## config.mk

```make
export PLATFORM = sky130hd
export DESIGN_NAME = spi_master_flat
export DESIGN_NICKNAME = d
export VERILOG_FILES = /design/src/rtl/spi_master_pkg.sv /design/src/rtl/spi_master_if.sv /design/src/rtl/spi_shift_reg.sv /design/src/rtl/spi_master.sv /design/src/flat_wrapper.sv
export SDC_FILE = /design/constraint.sdc
export NUM_CORES = 1
export LEC_CHECK = 0
export ABC_AREA = 1
export BUFFER_PORTS_ARGS = -buffer_cell sky130_fd_sc_hd__buf_2
export CAP_MARGIN = 25
export CORE_ASPECT_RATIO = 1.2
export CORE_UTILIZATION = 60
export DETAILED_ROUTE_END_ITERATION = 10
export PLACE_DENSITY = 0.89
export SLEW_MARGIN = 30
export SYNTH_ARGS = -nofsm -noshare
export SYNTH_HDL_FRONTEND = slang
export SYNTH_SLANG_ARGS = --single-unit
```

## constraint.sdc

```tcl
create_clock -name clk -period 3.2 [get_ports clk]
set_clock_uncertainty 0.2 [all_clocks]
set_input_delay 0.16 -clock clk [delete_from_list [all_inputs] [get_ports clk]]
set_output_delay 0.16 -clock clk [all_outputs]
set_load 0.1 [all_outputs]
```

## src/rtl/spi_master_pkg.sv

```systemverilog
// Shared SPI constants: frame geometry, command encodings and the master FSM states.
// The SPI slave imports the same command constants.
package spi_pkg;

    localparam int FRAME_BITS = 10;
    localparam int DATA_BITS  = 8;

    localparam logic [1:0] CMD_WR_ADDR = 2'b00;
    localparam logic [1:0] CMD_WR_DATA = 2'b01;
    localparam logic [1:0] CMD_RD_ADDR = 2'b10;
    localparam logic [1:0] CMD_RD_DATA = 2'b11;

    typedef enum logic [2:0] {
        IDLE,
        CTRL,
        SEND,
        TURN,
        RECV,
        GAPW
    } state_t;

endpackage

```

## src/rtl/spi_master_if.sv

```systemverilog
// Command/response handshake between the local controller and spi_master.
// "master" is the controller side, "slave" is the spi_master side.
interface spi_master_if;
    import spi_pkg::*;

    logic                  cmd_valid;
    logic                  cmd_ready;
    logic [FRAME_BITS-1:0] cmd_data;
    logic [DATA_BITS-1:0]  rd_data;
    logic                  rd_valid;
    logic                  busy;
    logic                  done;

    modport master (
        output cmd_valid, cmd_data,
        input  cmd_ready, rd_data, rd_valid, busy, done
    );

    modport slave (
        input  cmd_valid, cmd_data,
        output cmd_ready, rd_data, rd_valid, busy, done
    );

endinterface

```

## src/rtl/spi_shift_reg.sv

```systemverilog
// Generic left-shifting register with parallel load; MSB is the serial output,
// sin enters at the LSB.
module spi_shift_reg #(
    parameter int W = 8
) (
    input  logic         clk,
    input  logic         rst,
    input  logic         load,
    input  logic [W-1:0] din,
    input  logic         shift,
    input  logic         sin,
    output logic [W-1:0] q
);

    always_ff @(posedge clk) begin
        if (rst)        q <= '0;
        else if (load)  q <= din;
        else if (shift) q <= {q[W-2:0], sin};
    end

endmodule

```

## src/rtl/spi_master.sv

```systemverilog
// SPI initiator clocked by clk itself: control bit + 10 command bits MSB-first on MOSI,
// optional turnaround and 8-bit MISO capture for read-data commands.
module spi_master
    import spi_pkg::*;
#(
    parameter int unsigned TURNAROUND = 2,
    parameter int unsigned GAP        = 1
) (
    input  logic         clk,
    input  logic         rst,
    spi_master_if.slave  bus,
    output logic         SS_n,
    output logic         MOSI,
    input  logic         MISO
);

    localparam int unsigned GAP_EFF   = (GAP < 1) ? 1 : GAP;
    localparam logic [3:0]  SEND_LAST = 4'(FRAME_BITS - 1);
    localparam logic [3:0]  RECV_LAST = 4'(DATA_BITS - 1);
    localparam logic [3:0]  TURN_LAST = 4'((TURNAROUND > 0) ? TURNAROUND - 1 : 0);
    localparam logic [3:0]  GAP_LAST  = 4'(GAP_EFF - 1);

    state_t                state;
    logic [3:0]            cnt;
    logic                  is_rd;
    logic                  cmd_ready;
    logic                  busy;
    logic                  done;
    logic                  rd_valid;
    logic [DATA_BITS-1:0]  rd_data;
    logic [FRAME_BITS-1:0] tx_q;
    logic [DATA_BITS-1:0]  rx_q;
    logic                  accept;
    logic                  tx_shift;
    logic                  rx_shift;
    logic                  unused_bits;

    assign accept   = (state == IDLE) && bus.cmd_valid && cmd_ready;
    assign tx_shift = (state == CTRL) || ((state == SEND) && (cnt != '0));
    // MISO is sampled on the edge that opens each RECV cycle, so the first
    // sample lands at the end of the last turnaround (or last SEND) cycle.
    assign rx_shift = ((state == TURN) && (cnt == '0))
                   || ((state == SEND) && (cnt == '0) && is_rd && (TURNAROUND == 0))
                   || ((state == RECV) && (cnt != '0));

    spi_shift_reg #(.W(FRAME_BITS)) u_tx (
        .clk(clk), .rst(rst), .load(accept), .din(bus.cmd_data),
        .shift(tx_shift), .sin(1'b0), .q(tx_q)
    );

    spi_shift_reg #(.W(DATA_BITS)) u_rx (
        .clk(clk), .rst(rst), .load(1'b0), .din('0),
        .shift(rx_shift), .sin(MISO), .q(rx_q)
    );

    assign unused_bits = ^{tx_q[FRAME_BITS-2:0], rx_q[DATA_BITS-1]};

    always_ff @(posedge clk) begin
        if (rst) begin
            state     <= IDLE;
            cnt       <= '0;
            is_rd     <= 1'b0;
            SS_n      <= 1'b1;
            MOSI      <= 1'b0;
            cmd_ready <= 1'b0;
            busy      <= 1'b0;
            done      <= 1'b0;
            rd_valid  <= 1'b0;
            rd_data   <= '0;
        end else begin
            done     <= 1'b0;
            rd_valid <= 1'b0;
            case (state)
                IDLE: begin
                    cmd_ready <= 1'b1;
                    if (accept) begin
                        state     <= CTRL;
                        is_rd     <= (bus.cmd_data[FRAME_BITS-1 -: 2] == CMD_RD_DATA);
                        SS_n      <= 1'b0;
                        MOSI      <= bus.cmd_data[FRAME_BITS-1];
                        cmd_ready <= 1'b0;
                        busy      <= 1'b1;
                    end
                end
                CTRL: begin
                    state <= SEND;
                    cnt   <= SEND_LAST;
                    MOSI  <= tx_q[FRAME_BITS-1];
                end
                SEND: begin
                    if (cnt != '0) begin
                        cnt  <= cnt - 4'd1;
                        MOSI <= tx_q[FRAME_BITS-1];
                    end else if (is_rd && (TURNAROUND > 0)) begin
                        state <= TURN;
                        cnt   <= TURN_LAST;
                        MOSI  <= 1'b0;
                    end else if (is_rd) begin
                        state <= RECV;
                        cnt   <= RECV_LAST;
                        MOSI  <= 1'b0;
                    end else begin
                        state <= GAPW;
                        cnt   <= GAP_LAST;
                        SS_n  <= 1'b1;
                        MOSI  <= 1'b0;
                        done  <= 1'b1;
                    end
                end
                TURN: begin
                    if (cnt != '0) begin
                        cnt <= cnt - 4'd1;
                    end else begin
                        state <= RECV;
                        cnt   <= RECV_LAST;
                    end
                end
                RECV: begin
                    if (cnt != '0) begin
                        cnt <= cnt - 4'd1;
                        if (cnt == 4'd1) begin
                            rd_data  <= {rx_q[DATA_BITS-2:0], MISO};
                            rd_valid <= 1'b1;
                        end
                    end else begin
                        state <= GAPW;
                        cnt   <= GAP_LAST;
                        SS_n  <= 1'b1;
                        done  <= 1'b1;
                    end
                end
                GAPW: begin
                    if (cnt != '0) begin
                        cnt <= cnt - 4'd1;
                    end else begin
                        state     <= IDLE;
                        cmd_ready <= 1'b1;
                        busy      <= 1'b0;
                    end
                end
                default: state <= IDLE;
            endcase
        end
    end

    assign bus.cmd_ready = cmd_ready;
    assign bus.busy      = busy;
    assign bus.done      = done;
    assign bus.rd_valid  = rd_valid;
    assign bus.rd_data   = rd_data;

endmodule

```

## src/flat_wrapper.sv

```systemverilog
// flat-port wrapper written by rule: the top's interface ports become plain ports
module spi_master_flat import spi_pkg::*;
#(
    parameter int unsigned TURNAROUND = 2,
    parameter int unsigned GAP        = 1
)
  (clk, rst, SS_n, MOSI, MISO, bus_cmd_valid, bus_cmd_data, bus_cmd_ready, bus_rd_data, bus_rd_valid, bus_busy, bus_done);
  spi_master_if bus_i ();
  input  logic clk;
  input  logic rst;
  output logic SS_n;
  output logic MOSI;
  input  logic MISO;
  input wire logic [$bits(bus_i.cmd_valid)-1:0] bus_cmd_valid;
  input wire logic [$bits(bus_i.cmd_data)-1:0] bus_cmd_data;
  output wire logic [$bits(bus_i.cmd_ready)-1:0] bus_cmd_ready;
  output wire logic [$bits(bus_i.rd_data)-1:0] bus_rd_data;
  output wire logic [$bits(bus_i.rd_valid)-1:0] bus_rd_valid;
  output wire logic [$bits(bus_i.busy)-1:0] bus_busy;
  output wire logic [$bits(bus_i.done)-1:0] bus_done;
  assign bus_i.cmd_valid = bus_cmd_valid;
  assign bus_i.cmd_data = bus_cmd_data;
  assign bus_cmd_ready = bus_i.cmd_ready;
  assign bus_rd_data = bus_i.rd_data;
  assign bus_rd_valid = bus_i.rd_valid;
  assign bus_busy = bus_i.busy;
  assign bus_done = bus_i.done;
  spi_master #(.TURNAROUND(TURNAROUND), .GAP(GAP)) u_core (.clk(clk), .rst(rst), .bus(bus_i), .SS_n(SS_n), .MOSI(MOSI), .MISO(MISO));
endmodule
```

==> results of run 1 <==
critical path: stages (launching register included):
cell and delay (ns):
dfxtp_1 0.38, inv_1 0.11, ha_1 0.24, nand2_1 0.29, nand2_2 0.14, nand3_4 0.15, clkinv_2 0.16, nand2_1 0.10
a21oi_1 0.06, dlygate4sd3_1 0.57
per-stage QoR:
step           std cells  hold WS (ns)  cell area (um^2)
4_1_cts              359         0.177              2260
6_report             359         0.210              2260
5_1_grt              359         0.262              2260
3_3_place_gp         332         0.208              2020
3_5_place_dp         332         0.215              2020
2_1_floorplan        279        0.0949              1890
layout by cell type, fill, tap and decap left out, drive strengths merged:
cell and n:
o211a 1, nor3 2, nand3 20, o21ai 19, clkinvlp 1, clkinv 2
xnor2 1, nor2 37, o22ai 2, inv 30, dfxtp 39, nand2 85
ha 3, clkbuf 6, a21oi 29, buf 27, xor2 1, nand4 1
dlygate4sd3 19
logic make-up (layout without fill, tap and decap cells):
family | after synthesis | after routing
AND/OR/NAND/NOR | 145 | 145
XOR/XNOR | 2 | 2
flip-flops | 39 | 39
adder cells (fa/ha/maj) | 3 | 3
buffers and inverters | 39 | 85
AO/OA/AOI/OAI | 51 | 51
layer usage:
layer	up-vias	track usage	share of wire
li1	978	-	-
met1	880	0.332	0.40
met2	71	0.531	0.51
met3	11	0.0773	0.069
met4	0	0.112	0.018
met5	-	0	0
path summary, 6_finish.rpt:
check             depth (start not counted)               endpoint  slack, ns             startpoint
setup / recovery                          9       u_core.u_tx.q[2]       0.68          u_core.cnt[0]
hold / removal                            7        u_core.state[0]       0.21          bus_cmd_valid
setup reg to reg                          9       u_core.u_tx.q[2]       0.68          u_core.cnt[0]
hold reg to reg                           2  u_core.bus.rd_data[4]       0.25  u_core.bus.rd_data[4]
sequential cells by signal (all words and copies together), names as in the netlist:
register and count:
u_core.MOSI 1, u_core.SS_n 1, u_core.bus.busy 1, u_core.bus.cmd_ready 1, u_core.bus.done 1, u_core.bus.rd_data 8, u_core.bus.rd_valid 1, u_core.cnt 4
u_core.is_rd 1, u_core.state 3, u_core.u_rx.q 7, u_core.u_tx.q 10
cells in the mapped netlist:
| cell | number | area share |
|---|---|---|
| xor2_1 | 1 | 0.0046 |
| nand4_2 | 1 | 0.0066 |
| nand3_2 | 1 | 0.0053 |
| inv_1 | 24 | 0.048 |
| nor3_1 | 2 | 0.0053 |
| o21ai_2 | 1 | 0.0046 |
| o22ai_1 | 2 | 0.0066 |
| dfxtp_1 | 39 | 0.41 |
| nor2_4 | 1 | 0.0060 |
| ha_1 | 3 | 0.020 |
| a21oi_1 | 29 | 0.077 |
| buf_2 | 2 | 0.0053 |
| xnor2_1 | 1 | 0.0046 |
| buf_1 | 1 | 0.0020 |
| nor2_1 | 32 | 0.064 |
| nand2_1 | 82 | 0.16 |
| o21ai_1 | 1 | 0.0026 |
| inv_2 | 6 | 0.012 |
| nand2_2 | 3 | 0.0099 |
| o21ai_0 | 17 | 0.045 |
| buf_6 | 2 | 0.012 |
| nand3_4 | 1 | 0.0093 |
| clkbuf_1 | 3 | 0.0060 |
| o211a_1 | 1 | 0.0053 |
| clkinv_2 | 1 | 0.0026 |
| nand3_1 | 18 | 0.048 |
| nor2_2 | 4 | 0.013 |
final cells by class:
cell class              instances  share of cell area
clock buffers                   6              0.0182
clock inverters                 2             0.00552
inverters                      31              0.0519
multi-input cells             201               0.417
flip-flops and latches         39               0.345
well taps                      34              0.0188
repair buffers                 46               0.144
repair_timing:
action | 4_1_cts | 5_1_grt
endpoints found under the hold margin | 17 | 0
hold buffers | 19 | 0
endpoints found under the setup margin | 0 | 0
power by group through the flow:
stage                     clock network, mW  logic, mW  registers (mW)
after floorplan                           0      0.688           0.868
after global placement                    0       1.02           0.682
after detailed placement                  0       1.04           0.688
after CTS                             0.250       1.06           0.677
after global routing                  0.276       1.20           0.696
final                                 0.244       1.08           0.682
==> results.py, run 1 <==
metrics = {
    "placed_design": {
        "port_buffers": 27,
        "dpl_worst_slack_ns": 1.22,
        "gp_congestion": 0.940,
        "dp_hpwl_um": 2950,
    },
    "sta": {
        "tightest_slew_ns": 0.586,
        "period_share": 0.787,
        "post-route-min-period_ns": 2.52,
        "max_clock_freq_ghz": 0.397,
        "final-hold-violation-count": 0,
        "fin_ws_ns": 0.682,
        "finalSetupViolCount": 0,
        "maxSlewViolCount": 0,
        "rsz0062_at_grt": "false",
        "relSlewSlack": 0.609,
        "tns_ns": 0,
    },
    "detailed_routing": {
        "vias_per_cell": 5.40,
        "post_drt_wl_per_cell_um": 12.6,
        "drt_pass1_iterations": 5,
        "ant_nets": 0,
        "vias": 1940,
        "drt_iter0_markers": 88,
        "drc_errors": 0,
        "wirelength_um": 4510,
    },
    "die": {
        "die_w_um": 53.2,
        "start_util": 0.654,
        "fp.dieH_um": 63.5,
        "die_area_um2": 3380,
        "core_region_area_um2": 2890,
        "rows": 21,
        "ioPinCount": 28,
    },
    "yosys": {
        "synth.distinct_cells": 27,
        "syn_inst": 279,
        "synth.avg_cell_area_um2": 6.78,
        "synth_top_family_by_area": "simple AND/OR/NAND/NOR gates",
        "ys_warn_count": 0,
        "synth_seq_cells": 39,
        "muxShareOfSynthArea": 0,
        "synth_nets": 296,
        "synth-simple-area-share": 0.330,
        "synth_compound_area_frac": 0.141,
        "synth_adder_area_share": 0.0199,
        "yosysSeqAreaShare": 0.413,
        "syn_area_um2": 1890,
        "synth_xor_area_frac": 0.00927,
    },
    "clock_tree": {
        "cts_root_buf": "clkbuf_4",
        "clkSlewWorstSetupHoldPaths_ns": 0.11,
        "cts_tree": "done",
        "cts_buffers": 5,
        "h-tree-depth": 2,
        "post_cts_buffers": 0,
        "clk_path_buf_depth": 2,
        "cts_resized": 0,
        "clk-insertion-delay-late_ns": 0.34,
        "cts_sinks": 39,
    },
    "critical_path": {
        "crit_arrival_ns": 2.56,
        "crit_type": "flip-flop to flip-flop",
        "crit_fanout": 11,
        "start_kind": "flip-flop",
        "endpoint_kind": "flip-flop",
        "cp.required_ns": 3.24,
    },
    "cells_and_area": {
        "drive_gt1_frac": 0.163,
        "multi_input_area_um2": 945,
        "final_util": 0.784,
        "antenna_cells": 0,
        "nNetsFinal": 341,
        "syn2layout_area_growth_pct": 19.8,
        "num-fill-cells": 208,
        "seq_area_um2": 781,
    },
    "grt": {
        "grt_usage": 0.302,
        "grt_pass1_vias": 1807,
        "grt_overflow_total": 0,
        "antenna_found_initial": 0,
        "grt_max_degree": 25,
        "grt_pass1_wl_um": 7580,
    },
    "pwr": {
        "p_switching_mw": 1.04,
        "finalPower_mw": 2.00,
        "leakagePower_nw": 1.11,
        "internal_power_mw": 0.969,
        "power_frac_comb": 0.538,
        "power-per-cell-area_nw_per_um2": 885,
        "clkPwrFrac": 0.122,
        "p_sw_frac": 0.516,
        "ir_drop_v": 0.000771,
        "p_seq_frac": 0.340,
    },
    "job": {
        "cap_violations": 0,
    },
    "hold_path": {
        "hold_class": "input port to flip-flop",
    },
    "run_status": {
        "outcome": "finished clean",
    },
}
(Power assumes the default switching activity.)
==> run 2, diff against run 1 <==
--- a/config.mk
+++ b/config.mk
@@ -9,9 +9,9 @@
 export BUFFER_PORTS_ARGS = -buffer_cell sky130_fd_sc_hd__buf_2
 export CAP_MARGIN = 25
 export CORE_ASPECT_RATIO = 1.2
-export CORE_UTILIZATION = 60
+export CORE_UTILIZATION = 56
 export DETAILED_ROUTE_END_ITERATION = 10
-export PLACE_DENSITY = 0.89
+export PLACE_DENSITY = 0.85
 export SLEW_MARGIN = 30
 export SYNTH_ARGS = -nofsm -noshare
 export SYNTH_HDL_FRONTEND = slang
==> constraint.sdc (replaced) <==
create_clock -name clk -period 2.6 [get_ports clk]
set_clock_uncertainty 0.2 [all_clocks]
set_input_delay 0.13 -clock clk [delete_from_list [all_inputs] [get_ports clk]]
set_output_delay 0.13 -clock clk [all_outputs]
set_load 0.1 [all_outputs]
==> results.py, run 2 (synthesis gave the netlist of run 1 again) <==
metrics = {
    "grt": {
        "grt_usage": 0.270,
        "busiest_layer": "met2",
        "grt_use_met1": 0.281,
        "use_met3": 0.0648,
        "grt_overflow_total": 0,
        "grt_max_degree": 25,
        "grt_pass1_vias": 1749,
        "grt_pass1_wl_um": 7090,
        "grt_util_met2": 0.494,
        "antenna_found_initial": 0,
    },
    "critical_path": {
        "crit_arrival_ns": 2.54,
        "cp.required_ns": 2.68,
        "endpoint_kind": "flip-flop",
        "cp.buffers_inverters": 2,
        "start_kind": "flip-flop",
        "crit_top_cell": "nand2_1",
        "crit_type": "flip-flop to flip-flop",
        "slowest_delay_ns": 0.57,
        "slowest_stage": "dlygate4sd3_1",
        "crit_fanout": 13,
        "critPathTopFamily": "buffers and inverters",
        "cp_cell_sequence": "nor2_4 > nand4_2 > inv_2 > nand2_1 > nand2_1 > nand2_1 > a21oi_1 > dlygate4sd3_1",
        "worstSetupStartpoint": "u_core.state[0]",
        "rr_startpoint": "u_core.state[0]",
    },
    "clock_tree": {
        "clk-insertion-delay-late_ns": 0.34,
        "cts_buffers": 5,
        "cts_sinks": 39,
        "h-tree-depth": 2,
        "clk_path_buf_depth": 2,
        "post_cts_buffers": 0,
        "cts_root_buf": "clkbuf_4",
        "cts_tree": "done",
        "clkSlewWorstSetupHoldPaths_ns": 0.12,
    },
    "run_status": {
        "outcome": "finished clean",
    },
    "placed_design": {
        "gp_congestion": 0.952,
        "dp_hpwl_um": 2840,
        "port_buffers": 27,
        "dpl_worst_slack_ns": 0.668,
    },
    "cells_and_area": {
        "top_register": "u_core.u_tx.q",
        "final_common_cell": "nand2_1",
        "syn2layout_area_growth_pct": 21.1,
        "layout_common_cells": "81 x nand2_1, 39 x dfxtp_1, 32 x nor2_1",
        "num-fill-cells": 249,
        "drive_gt1_frac": 0.165,
        "antenna_cells": 0,
        "nNetsFinal": 343,
        "reg_top3": "u_core.u_tx.q (10), u_core.bus.rd_data (8), u_core.u_rx.q (7)",
        "largest_reg_flops": 10,
    },
    "pwr": {
        "power-per-cell-area_nw_per_um2": 1080,
        "ir_drop_v": 0.00100,
        "leakagePower_nw": 1.13,
    },
    "detailed_routing": {
        "drc_errors": 0,
        "drt_iter0_markers": 93,
        "vias_per_cell": 5.29,
        "wirelength_um": 4440,
        "post_drt_wl_per_cell_um": 12.2,
        "ant_nets": 0,
        "drt_pass1_iterations": 5,
        "vias": 1921,
    },
    "sta": {
        "tightest_slew_ns": 0.611,
        "fin_ws_ns": 0.142,
        "period_share": 0.945,
        "relSlewSlack": 0.592,
        "rsz0062_at_grt": "false",
        "tns_ns": 0,
        "maxSlewViolCount": 0,
        "finalSetupViolCount": 0,
        "final-hold-violation-count": 0,
        "post-route-min-period_ns": 2.46,
        "max_clock_freq_ghz": 0.407,
    },
    "hold_path": {
        "min_from": "bus_cmd_valid",
        "hold_class": "input port to flip-flop",
    },
    "die": {
        "die_area_um2": 3610,
        "rows": 22,
        "die_w_um": 55.0,
        "start_util": 0.602,
        "core_region_area_um2": 3140,
        "ioPinCount": 28,
        "fp.dieH_um": 65.7,
    },
    "job": {
        "cap_violations": 0,
    },
}
[run 2: cell types whose count changed in the layout (fill, tap and decap cells not counted), sizes merged]
cell | previous run | this run
dlygate4sd3 | 19 | 21
[run 2: stage by stage]
step	instance area [um^2]	total power, mW	utilization	instances	hold WS, ns
6_report	2290	2.47	0.730	363	0.157
5_1_grt	2290	2.66	0.730	363	0.192
4_1_cts	2290	2.46	0.729	363	0.145
3_5_place_dp	2020	2.12	0.645	334	0.187
3_3_place_gp	2020	2.09	0.645	334	0.183
2_1_floorplan	1890	1.91	-	279	0.0649
[run 2: worst paths after layout]
kind	endpoint	slack, ns	cells past startpoint
worst min-delay path	u_core.state[0]	0.16	7
worst min register to register	u_core.bus.rd_data[3]	0.25	2
worst max register to register	u_core.u_tx.q[3]	0.14	8
worst max-delay path	u_core.u_tx.q[3]	0.14	8
[run 2: cell type report]
class,instances,area (um^2),share of cell area
inverter,31,118,0.0514
clock inverter,2,12.5,0.00546
multi-input combinational,201,947,0.414
tap,36,45.0,0.0197
clock buffer,6,41.3,0.0180
timing repair buffer,48,345,0.151
sequential,39,781,0.341
[run 2: tightest hold or removal path, cell delays in order]
cell     delay [ns]
buf_2          0.11
nand2_1        0.06
nand3_1        0.09
nand2_1        0.14
nor3_1         0.06
nand2_1        0.06
inv_1          0.03
[run 2: what timing repair did]
action                                  in CTS  in global routing
gates resized for setup                      0                  1
endpoints found under the setup margin       0                  8
hold endpoints to repair                    17                  0
hold buffers                                21                  0
[run 2: layer usage]
layer	part of all wire	wire length, um
met5	0	0
met4	0.0099	44
met3	0.054	241
met2	0.51	2280
met1	0.42	1880
[run 2: power by group]
| group | switching, mW | internal (mW) |
|---|---|---|
| sequential | 0.115 | 0.724 |
| clock | 0.202 | 0.104 |
| combinational | 0.961 | 0.369 |
